<file path="src/rtl/nodeio_rr_pkg.sv">
// Shared types for the TIS-style node blocks: access-mode encoding and the native word width.
package nodeio_rr_pkg;

    typedef enum logic [1:0] {
        DIR_PORT = 2'd0,
        DIR_ANY  = 2'd1,
        DIR_LAST = 2'd2,
        DIR_NIL  = 2'd3
    } dir_mode_t;

    localparam int unsigned TIS_WIDTH = 11;

endpackage

</file>
<file path="src/rtl/nodeio_rr_if.sv">
// Core-side access and neighbour-channel bundle of the node IO block.
interface nodeio_rr_if
    import nodeio_rr_pkg::*;
#(
    parameter int unsigned NPORTS = 4,
    parameter int unsigned WIDTH  = TIS_WIDTH
);
    localparam int unsigned IDXW = $clog2(NPORTS);

    dir_mode_t                dir_mode;
    logic [IDXW-1:0]          dir_idx;
    logic                     tx;
    logic                     rx;
    logic [WIDTH-1:0]         out_data;
    logic [WIDTH-1:0]         in_data;
    logic                     tx_complete;
    logic                     rx_complete;
    logic [NPORTS*WIDTH-1:0]  p_wdata;
    logic [NPORTS-1:0]        p_wen;
    logic [NPORTS-1:0]        p_wack;
    logic [NPORTS*WIDTH-1:0]  p_rdata;
    logic [NPORTS-1:0]        p_ren;
    logic [NPORTS-1:0]        p_rack;
    logic [IDXW-1:0]          last_idx;
    logic                     last_valid;

    modport slave (
        input  dir_mode, dir_idx, tx, rx, out_data, p_wack, p_rdata, p_ren,
        output in_data, tx_complete, rx_complete, p_wdata, p_wen, p_rack, last_idx, last_valid
    );

    modport master (
        output dir_mode, dir_idx, tx, rx, out_data, p_wack, p_rdata, p_ren,
        input  in_data, tx_complete, rx_complete, p_wdata, p_wen, p_rack, last_idx, last_valid
    );

endinterface

</file>
<file path="src/rtl/nodeio_rr_pick.sv">
// Combinational round-robin picker: first set request at or after ptr, wrapping modulo N.
module rr_pick #(
    parameter  int unsigned N = 4,
    localparam int unsigned W = (N > 1) ? $clog2(N) : 1
) (
    input  logic [N-1:0] i_req,
    input  logic [W-1:0] i_ptr,
    output logic         o_found,
    output logic [W-1:0] o_idx
);

    int unsigned w_pos;

    // ptr < N and k < N, so one conditional subtract replaces a modulo.
    always_comb begin
        o_found = 1'b0;
        o_idx   = '0;
        w_pos   = 0;
        for (int unsigned k = 0; k < N; k++) begin
            w_pos = 32'(i_ptr) + k;
            if (w_pos >= N) w_pos = w_pos - N;
            if (!o_found && i_req[W'(w_pos)]) begin
                o_found = 1'b1;
                o_idx   = W'(w_pos);
            end
        end
    end

endmodule

</file>
<file path="src/rtl/nodeio_rr.sv">
// Node IO block: resolves PORT/ANY/LAST/NIL accesses against NPORTS neighbour channels.
module nodeio_rr
    import nodeio_rr_pkg::*;
#(
    parameter int unsigned NPORTS = 4,
    parameter int unsigned WIDTH  = TIS_WIDTH
) (
    input logic         CLK,
    input logic         nRST,
    nodeio_rr_if.slave  bus
);

    localparam int unsigned IDXW = $clog2(NPORTS);

    logic [IDXW-1:0]   r_scan_ptr;
    logic [IDXW-1:0]   r_rr_ptr;
    logic [IDXW-1:0]   r_last_idx;
    logic              r_last_valid;

    logic [WIDTH-1:0]  w_rdata [NPORTS];
    logic              w_found;
    logic [IDXW-1:0]   w_win;
    logic [IDXW-1:0]   w_sel;
    logic              w_idx_ok;
    logic              w_port_ok;
    logic [NPORTS-1:0] w_wen;
    logic [NPORTS-1:0] w_rack;
    logic              w_txc;
    logic              w_rxc;
    logic [WIDTH-1:0]  w_in;

    function automatic logic [IDXW-1:0] wrap_inc(input logic [IDXW-1:0] x);
        return (x == IDXW'(NPORTS - 1)) ? '0 : x + 1'b1;
    endfunction

    always_comb begin
        for (int unsigned i = 0; i < NPORTS; i++) begin
            w_rdata[i] = bus.p_rdata[i*WIDTH +: WIDTH];
        end
    end

    rr_pick #(.N(NPORTS)) u_pick (
        .i_req   (bus.p_ren),
        .i_ptr   (r_rr_ptr),
        .o_found (w_found),
        .o_idx   (w_win)
    );

    // LAST reuses the PORT datapath; an out-of-range index or an unset LAST falls back to NIL.
    assign w_idx_ok  = ({1'b0, bus.dir_idx} < (IDXW+1)'(NPORTS));
    assign w_sel     = (bus.dir_mode == DIR_LAST) ? r_last_idx : bus.dir_idx;
    assign w_port_ok = (bus.dir_mode == DIR_PORT) ? w_idx_ok : r_last_valid;

    always_comb begin
        w_wen  = '0;
        w_rack = '0;
        w_txc  = 1'b0;
        w_rxc  = 1'b0;
        w_in   = '0;
        if (nRST && bus.rx) begin
            case (bus.dir_mode)
                DIR_PORT, DIR_LAST: begin
                    if (w_port_ok) begin
                        w_rxc         = bus.p_ren[w_sel];
                        w_rack[w_sel] = bus.p_ren[w_sel];
                        w_in          = w_rdata[w_sel];
                    end else begin
                        w_rxc = 1'b1;
                    end
                end
                DIR_ANY: begin
                    if (w_found) begin
                        w_rxc         = 1'b1;
                        w_rack[w_win] = 1'b1;
                        w_in          = w_rdata[w_win];
                    end
                end
                default: w_rxc = 1'b1;
            endcase
        end else if (nRST && bus.tx) begin
            case (bus.dir_mode)
                DIR_PORT, DIR_LAST: begin
                    if (w_port_ok) begin
                        w_wen[w_sel] = 1'b1;
                        w_txc        = bus.p_wack[w_sel];
                    end else begin
                        w_txc = 1'b1;
                    end
                end
                DIR_ANY: begin
                    w_wen[r_scan_ptr] = 1'b1;
                    w_txc             = bus.p_wack[r_scan_ptr];
                end
                default: w_txc = 1'b1;
            endcase
        end
    end

    always_ff @(posedge CLK) begin
        if (!nRST) begin
            r_scan_ptr   <= '0;
            r_rr_ptr     <= '0;
            r_last_idx   <= '0;
            r_last_valid <= 1'b0;
        end else if (bus.rx) begin
            if (bus.dir_mode == DIR_ANY && w_found) begin
                r_rr_ptr     <= wrap_inc(w_win);
                r_last_idx   <= w_win;
                r_last_valid <= 1'b1;
            end
        end else if (bus.tx && bus.dir_mode == DIR_ANY) begin
            if (bus.p_wack[r_scan_ptr]) begin
                r_last_idx   <= r_scan_ptr;
                r_last_valid <= 1'b1;
            end else begin
                r_scan_ptr <= wrap_inc(r_scan_ptr);
            end
        end
    end

    assign bus.p_wdata     = {NPORTS{bus.out_data}};
    assign bus.p_wen       = w_wen;
    assign bus.p_rack      = w_rack;
    assign bus.tx_complete = w_txc;
    assign bus.rx_complete = w_rxc;
    assign bus.in_data     = w_in;
    assign bus.last_idx    = r_last_idx;
    assign bus.last_valid  = r_last_valid;

    always_ff @(posedge CLK) begin
        if (nRST) begin
            assert ($onehot0(w_wen)) else $error("p_wen not one-hot: %b", w_wen);
            assert ($onehot0(w_rack)) else $error("p_rack not one-hot: %b", w_rack);
            assert (!(w_txc && w_rxc)) else $error("tx_complete and rx_complete both high");
            assert (!(bus.tx && bus.rx)) else $warning("core drove tx and rx together; tx ignored");
        end
    end

endmodule

</file>
<file path="src/flat_wrapper.sv">
// flat-port wrapper written by rule: the top's interface ports become plain ports
module nodeio_rr_flat import nodeio_rr_pkg::*;
#(
    parameter int unsigned NPORTS = 4,
    parameter int unsigned WIDTH  = TIS_WIDTH
)
  (CLK, nRST, bus_dir_mode, bus_dir_idx, bus_tx, bus_rx, bus_out_data, bus_p_wack, bus_p_rdata, bus_p_ren, bus_in_data, bus_tx_complete, bus_rx_complete, bus_p_wdata, bus_p_wen, bus_p_rack, bus_last_idx, bus_last_valid);
  nodeio_rr_if #(.NPORTS(NPORTS), .WIDTH(WIDTH)) bus_i ();
  input logic CLK;
  input logic nRST;
  input wire logic [$bits(bus_i.dir_mode)-1:0] bus_dir_mode;
  input wire logic [$bits(bus_i.dir_idx)-1:0] bus_dir_idx;
  input wire logic [$bits(bus_i.tx)-1:0] bus_tx;
  input wire logic [$bits(bus_i.rx)-1:0] bus_rx;
  input wire logic [$bits(bus_i.out_data)-1:0] bus_out_data;
  input wire logic [$bits(bus_i.p_wack)-1:0] bus_p_wack;
  input wire logic [$bits(bus_i.p_rdata)-1:0] bus_p_rdata;
  input wire logic [$bits(bus_i.p_ren)-1:0] bus_p_ren;
  output wire logic [$bits(bus_i.in_data)-1:0] bus_in_data;
  output wire logic [$bits(bus_i.tx_complete)-1:0] bus_tx_complete;
  output wire logic [$bits(bus_i.rx_complete)-1:0] bus_rx_complete;
  output wire logic [$bits(bus_i.p_wdata)-1:0] bus_p_wdata;
  output wire logic [$bits(bus_i.p_wen)-1:0] bus_p_wen;
  output wire logic [$bits(bus_i.p_rack)-1:0] bus_p_rack;
  output wire logic [$bits(bus_i.last_idx)-1:0] bus_last_idx;
  output wire logic [$bits(bus_i.last_valid)-1:0] bus_last_valid;
  assign bus_i.dir_mode = bus_dir_mode;
  assign bus_i.dir_idx = bus_dir_idx;
  assign bus_i.tx = bus_tx;
  assign bus_i.rx = bus_rx;
  assign bus_i.out_data = bus_out_data;
  assign bus_i.p_wack = bus_p_wack;
  assign bus_i.p_rdata = bus_p_rdata;
  assign bus_i.p_ren = bus_p_ren;
  assign bus_in_data = bus_i.in_data;
  assign bus_tx_complete = bus_i.tx_complete;
  assign bus_rx_complete = bus_i.rx_complete;
  assign bus_p_wdata = bus_i.p_wdata;
  assign bus_p_wen = bus_i.p_wen;
  assign bus_p_rack = bus_i.p_rack;
  assign bus_last_idx = bus_i.last_idx;
  assign bus_last_valid = bus_i.last_valid;
  nodeio_rr #(.NPORTS(NPORTS), .WIDTH(WIDTH)) u_core (.CLK(CLK), .nRST(nRST), .bus(bus_i));
endmodule
</file>
<file path="config.mk">
export PLATFORM = sky130hd
export DESIGN_NAME = nodeio_rr_flat
export DESIGN_NICKNAME = d
export VERILOG_FILES = /design/src/rtl/nodeio_rr_pkg.sv /design/src/rtl/nodeio_rr_if.sv /design/src/rtl/nodeio_rr_pick.sv /design/src/rtl/nodeio_rr.sv /design/src/flat_wrapper.sv
export SDC_FILE = /design/constraint.sdc
export NUM_CORES = 1
export LEC_CHECK = 0
export ABC_AREA = 1
export CAP_MARGIN = 20
export CORE_ASPECT_RATIO = 0.8
export CORE_MARGIN = 5
export CORE_UTILIZATION = 36
export CTS_CLUSTER_DIAMETER = 40
export CTS_CLUSTER_SIZE = 25
export DETAILED_ROUTE_END_ITERATION = 6
export PLACE_DENSITY = 0.86
export SYNTH_ARGS = -nofsm -noshare
export SYNTH_HDL_FRONTEND = slang
export SYNTH_SLANG_ARGS = --single-unit
</file>
<file path="constraint.sdc">
create_clock -name CLK -period 4.6 [get_ports CLK]
set_input_delay 0.92 -clock CLK [delete_from_list [all_inputs] [get_ports CLK]]
set_output_delay 0.92 -clock CLK [all_outputs]
set_load 0.01 [all_outputs]
</file>
* Yosys cells after proc, flatten, opt, wreduce, memory -nomap -nowiden
Index checks and enable logic that the tools add are counted.
** Cells by class
- Add/sub/neg operators :: 9
- Order comparisons :: 16
- Equality and inequality tests :: 5
- Muxes and demuxes :: 70
- Bitwise logic cells :: 5
- Reductions and logical operators :: 20
** Operators by type and width (number)
- 2-to-1 mux 11 bit :: 7
- binary-select mux 11 bit (select 2 bit) :: 2
- 2-to-1 mux 2 bit :: 15
- 2-to-1 mux 1 bit :: 25
- 2-to-1 mux 4 bit :: 6
- one-hot mux 11 bit (2 select lines) :: 1
- < comparator 2 x 3 -> 1 bit (second input constant) :: 7
- one-hot mux 4 bit (2 select lines) :: 2
- greater-or-equal comparator 3 bit (second input constant) :: 5
- binary-select mux 1 bit (select 2 bit) :: 7
- logical AND 1 bit :: 10
- subtractor 2 x 1 -> 2 bit (second input constant) :: 4
- adder 2 x 2 -> 3 bit (second input constant) :: 2
- demux 1 bit (select 2 bit) :: 3
- equality test 2 bit (second input constant) :: 3
- greater-or-equal comparator 2 x 1 -> 1 bit (second input constant) :: 3
- NOT 2 -> 3 bit :: 2
- AND reduction 3 bit :: 2
- adder 2 x 1 -> 2 bit (second input constant) :: 2
- AND 4 bit :: 1
- one-hot mux 1 bit (2 select lines) :: 2
- nonzero test 2 bit :: 2
- adder 2 x 1 -> 3 bit (second input constant) :: 1
- greater-or-equal comparator 2 x 3 -> 1 bit (second input constant) :: 1
- other kinds (7) :: 10
** Word-level totals
- Register bits after elaboration :: 7
- Input bits :: 71
- Output and inout port bits :: 68

* Logic depth before layout (Yosys ltp)
- Depth in word-level cells :: 21
- Depth in mapped cells :: 14
- Mapped depth without buffers :: 14

* Hierarchy
From an unflattened synthesis, not the netlist that was laid out.
** Unflattened totals
- Cells, all modules :: 443
- Area total of the unflattened synthesis :: 2398.6 sq um
** By module, submodules not included
- nodeio_rr :: instances 1, cells each 384, area each 2079.5 sq um
- rr_pick :: instances 1, cells each 59, area each 319.1 sq um

* Worst setup path before layout
OpenSTA, ideal clock, no wires.
- Path type :: input to output
- Start :: in bus_p_ren[3]
- End :: out bus_p_rack[1]
- Data arrival time :: 2.219 ns
- Slack :: 1.461 ns
- Stages :: 13
- Cells stage by stage :: inv_1 -> nand2_1 -> nand3_2 -> nand2_2 -> inv_1 -> nand2_1 -> nand2_2 -> nand3_4 -> buf_6 -> inv_2 -> ha_1 -> nand2_1 -> a21oi_1
** On the way
- Cells in the longest elaborated chain, start to end :: 19
- Elaborated cells on any way between the ends :: 34
** RTL lines
- start, declared :: line flat_wrapper.sv:18 : input wire logic [$bits(bus_i.p_ren)-1:0] bus_p_ren;
- binary-select mux 1 bit (select 2 bit) :: line nodeio_rr_pick.sv:22 : if (!o_found && i_req[W'(w_pos)]) begin
- 2-to-1 mux 1 bit (implied by the code) :: line nodeio_rr_pick.sv:22
- 2-to-1 mux 1 bit :: line nodeio_rr_pick.sv:22
- zero test 1 bit :: line nodeio_rr_pick.sv:22
- logical AND 1 bit :: line nodeio_rr_pick.sv:22
- 2-to-1 mux 1 bit :: line nodeio_rr_pick.sv:22
- zero test 1 bit :: line nodeio_rr_pick.sv:22
- logical AND 1 bit :: line nodeio_rr_pick.sv:22
- [... 3 more ...]
- 2-to-1 mux 2 bit :: line nodeio_rr_pick.sv:22
- < comparator 2 x 3 -> 1 bit (implied by the code) / greater-or-equal comparator 2 x 1 -> 1 bit (equally long branches) :: line nodeio_rr.sv:74 : w_rack[w_win] = 1'b1;
- logical AND 1 bit (implied by the code) :: line nodeio_rr.sv:74
- 2-to-1 mux 1 bit (implied by the code) :: line nodeio_rr.sv:74
- demux 1 bit (select 2 bit)
- 2-to-1 mux 4 bit :: line nodeio_rr.sv:72 : if (w_found) begin
- one-hot mux 4 bit (2 select lines) * :: line nodeio_rr.sv:61 : case (bus.dir_mode)
- 2-to-1 mux 4 bit * :: line nodeio_rr.sv:60 : if (nRST && bus.rx) begin
- end, declared :: line flat_wrapper.sv:24 : output wire logic [$bits(bus_i.p_rack)-1:0] bus_p_rack;
Every way passes the cells marked *; elsewhere a longest branch is shown, timed or not. The select of a mux whose other input is x is not followed.

* Worst setup path in the final report
- Start :: in bus_dir_mode[1]
- End :: out bus_in_data[9]
** On the way
- Cells in the longest elaborated chain, start to end :: 9
- Elaborated cells on any way between the ends :: 13
** RTL lines
- start, declared :: line flat_wrapper.sv:11 : input wire logic [$bits(bus_i.dir_mode)-1:0] bus_dir_mode;
- equality test 2 bit :: line nodeio_rr.sv:51, nodeio_rr.sv:61
- 2-to-1 mux 2 bit :: line nodeio_rr.sv:51 : assign w_sel = (bus.dir_mode == DIR_LAST) ? r_last_idx : bus.dir_idx;
- NOT 2 -> 3 bit (implied by the code) :: line nodeio_rr.sv:66 : w_in = w_rdata[w_sel];
- binary-select mux 11 bit (select 2 bit) :: line nodeio_rr.sv:66
- 2-to-1 mux 11 bit (implied by the code) (2 in series) :: line nodeio_rr.sv:66
- 2-to-1 mux 11 bit :: line nodeio_rr.sv:63 : if (w_port_ok) begin
- one-hot mux 11 bit (2 select lines) * :: line nodeio_rr.sv:61
- 2-to-1 mux 11 bit * :: line nodeio_rr.sv:60
- end, declared :: line flat_wrapper.sv:19 : output wire logic [$bits(bus_i.in_data)-1:0] bus_in_data;
Marks and branches as above.

==> flow_summary_export.csv <==
group,metric,value,unit
run_status,status,"finished clean",
sta,tns,0,ns
sta,timing.fmax,0.224,GHz
cts,cts_tree,"built",
detailed_routing,post-route-drc-count,0,
sta,period_needed,4.46,ns
logic_synthesis,syn_area_per_cell,5.98,um2
logic_synthesis,ys_types,32,
worst_setup_path,critPathLaunch,"bus_dir_mode[1]",
hold_path,worstHoldStart,"u_core.bus.last_valid",
detailed_routing,drtPass1Iterations,5,
place,post-place-ws,0.124,ns
detailed_routing,wl,7890,um
detailed_routing,met2_wirelength,3700,um
layout,finalNetCount,498,
worst_setup_path,critPathArrivalTime,3.54,ns
worst_setup_path,setup.worst_path.end_class,"output pin",
cts,ctsHoldBuffers,0,
sta,holdWs,0.527,ns
sta,max_slew_margin,46.1,%
detailed_routing,top_layer_used,"met4",
detailed_routing,dr.first_iter.drc_count,251,
cts,cts_buffer_depth,2,
layout,final_common_cell,"clkdlybuf4s50_1",
logic_synthesis,synth_area_leaders,"buf_4 (15%), nand2_1 (13%), nand4_1 (7.1%), nand3_1 (6.6%), dfxtp_1 (6.1%)",
sta,slew_violations,0,
cts,clock_sinks,7,
run,maxCapViolations,0,
sta,worstMarginPinSlew,0.807,ns
detailed_routing,drt-wirelength-per-cell,15.7,um
sta,final_hold_viol_count,0,
die,core,6280,um2
grt,grt_pass1_wl,12300,um
die,initial_core_util,36.4,%
die,die_y,81.3,um
worst_setup_path,r2r_start,"u_core.r_rr_ptr[0]",
logic_synthesis,syn_area,2290,um2
die,io_pins,139,
cts,cts_root_buf,"clkbuf_8",
cts,postCtsSetupRepairBufs,0,
die,dieArea,8050,um2
layout,final-instance-count-excl-fill,502,
logic_synthesis,synth_nets,461,
grt,antenna_found_initial,0,
power_and_ir_drop,power_leakage,0.00120,uW
grt,track_usage,18.0,%
cts,htree_levels,1,
grt,grt.overflow.total,0,
sta,fin_crit_sh,96.9,%
place,dp_hpwl,5860,um
grt,grt_pass1_vias,2684,
logic_synthesis,synth_top_area_share,15.4,%
logic_synthesis,synth_seq_cells,7,
power_and_ir_drop,power_density,179,nW/um2
layout,final_layout_size_suffix_gt1_share,15.8,%
logic_synthesis,ys_seq_area_share,6.13,%
sta,setup_ws,0.142,ns
detailed_routing,wl_met3,764,um
worst_setup_path,critPathMaxFanout,11,
cts,clk_pin_slew,0.04,ns
worst_setup_path,critPathKind,"in2out",
worst_setup_path,crit_required,3.68,ns
detailed_routing,vias,2794,
worst_setup_path,start_kind,"input port",
power_and_ir_drop,peakVddDrop,0.129,mV
layout,antenna_cells,0,
hold_path,hold_class,"reg2reg",
place,io_buffers,83,
logic_synthesis,yosysTopAreaCell,"buf_4",
power_and_ir_drop,p_total,521,uW
die,rows,26,
sta,fin_worst_skew,0.00454,ns
grt,grt_max_degree,27,
detailed_routing,via_per_inst,5.57,
detailed_routing,ant_nets,0,
layout,final_cell_mix,"clkdlybuf4s50_1 (83), nand2_1 (81), nand3_1 (30)",
sta,rsz0062_at_grt,"no",
cts,worstSkewPairLatency,0.23,ns
logic_synthesis,yosysWarnings,0,
logic_synthesis,syn_inst,382,
die,die_width,99.1,um
layout,area_growth,27.6,%
place,dp_cells,497,
sta,setup_viol,0,
place,gp_congestion,0.869,
cts,numCtsBuffers,3,
detailed_routing,wl_met1,3190,um
[flip-flops by register name, indices dropped and copies added (netlist names)]
register / cells
u_core.bus.last_idx: 2
u_core.r_scan_ptr: 2
u_core.r_rr_ptr: 2
u_core.bus.last_valid: 1
[logic make-up (layout without fill, tap and decap cells)]
| logic type | after synthesis | count (layout) | synth area share, % |
|---|---|---|---|
| AND/OR/NAND/NOR | 200 | 201 | 45.5 |
| AO/OA/AOI/OAI | 69 | 69 | 18.4 |
| buffers and inverters | 98 | 133 | 25.6 |
| adder cells (fa/ha/maj) | 8 | 8 | 4.38 |
| flip-flops | 7 | 7 | 6.13 |
[per-stage QoR]
step / utilization [%] / area (um2)
5_1_grt: 46.5 / 2920
4_1_cts: 46.1 / 2900
3_3_place_gp: 45.4 / 2850
6_report: 46.5 / 2920
3_5_place_dp: 45.4 / 2850
2_1_floorplan: - / 2290
[worst paths after layout]
kind                                 to  slack (ns)  cells past startpoint
setup / recovery         bus_in_data[9]        0.14                     10
hold reg to reg   u_core.bus.last_valid        0.53                      2
hold / removal    u_core.bus.last_valid        0.53                      2
setup reg to reg     u_core.r_rr_ptr[1]        2.27                     13
[cell type report]
cell class                      instances  area, um2
Sequential cell                         7        140
Multi-Input combinational cell        278       1580
Tap cell                               84        105
Timing Repair Buffer                   94        913
Fill cell                             638       3360
Inverter                               35        131
Clock buffer                            4       45.0
[worst max-delay path: stages]
cell	delay [ns]
clkdlybuf4s50_1	0.54
inv_1	0.11
o21bai_1	0.13
nand2_1	0.14
nor2_1	0.44
inv_2	0.22
o22ai_1	0.15
o21ai_0	0.10
a21oi_1	0.18
clkdlybuf4s50_1	0.59
[timing repair]
item	CTS	global route
setup endpoints to repair	0	5
endpoints found under the hold margin	0	0
resized for setup	0	3
[metal layers]
| layer | global-route usage [%] | vias to the layer above |
|---|---|---|
| met1 | 22.7 | 1246 |
| met2 | 29.8 | 192 |
| li1 | - | 1321 |
| met4 | 6.28 | 0 |
| met3 | 4.89 | 35 |
| met5 | 0 | - |
[report_power, final]
part	switching (uW)	leakage, uW	total (uW)	internal, uW
logic	216	0.00112	364	148
registers	4.93	0.0000571	69.3	64.4
clock network	28.4	0.0000228	88.5	60.1
total	249	0.00120	521	272
[Yosys cell counts]
| cell type | n |
|---|---|
| o21ai_1 | 3 |
| a21oi_2 | 8 |
| or2_2 | 1 |
| o21ai_0 | 18 |
| buf_4 | 47 |
| nor2_2 | 3 |
| buf_2 | 8 |
| nand2_1 | 81 |
| nand3_1 | 30 |
| dfxtp_1 | 7 |
| nor2_1 | 26 |
| o221ai_1 | 3 |
| nand2_2 | 14 |
| o22a_1 | 1 |
| o22ai_1 | 8 |
| nand3_2 | 11 |
| a21oi_1 | 18 |
| inv_1 | 29 |
| nand4_1 | 26 |
| clkbuf_1 | 4 |
| o211ai_1 | 4 |
| a22oi_1 | 2 |
| or3_1 | 1 |
| nand2_4 | 3 |
| nand3_4 | 2 |
| o21bai_1 | 1 |
| a31oi_1 | 3 |
| nand3b_1 | 1 |
| buf_6 | 4 |
| nor2_8 | 1 |
| ha_1 | 8 |
| inv_2 | 6 |
No activity file was read; power rests on OpenSTA's default activity.
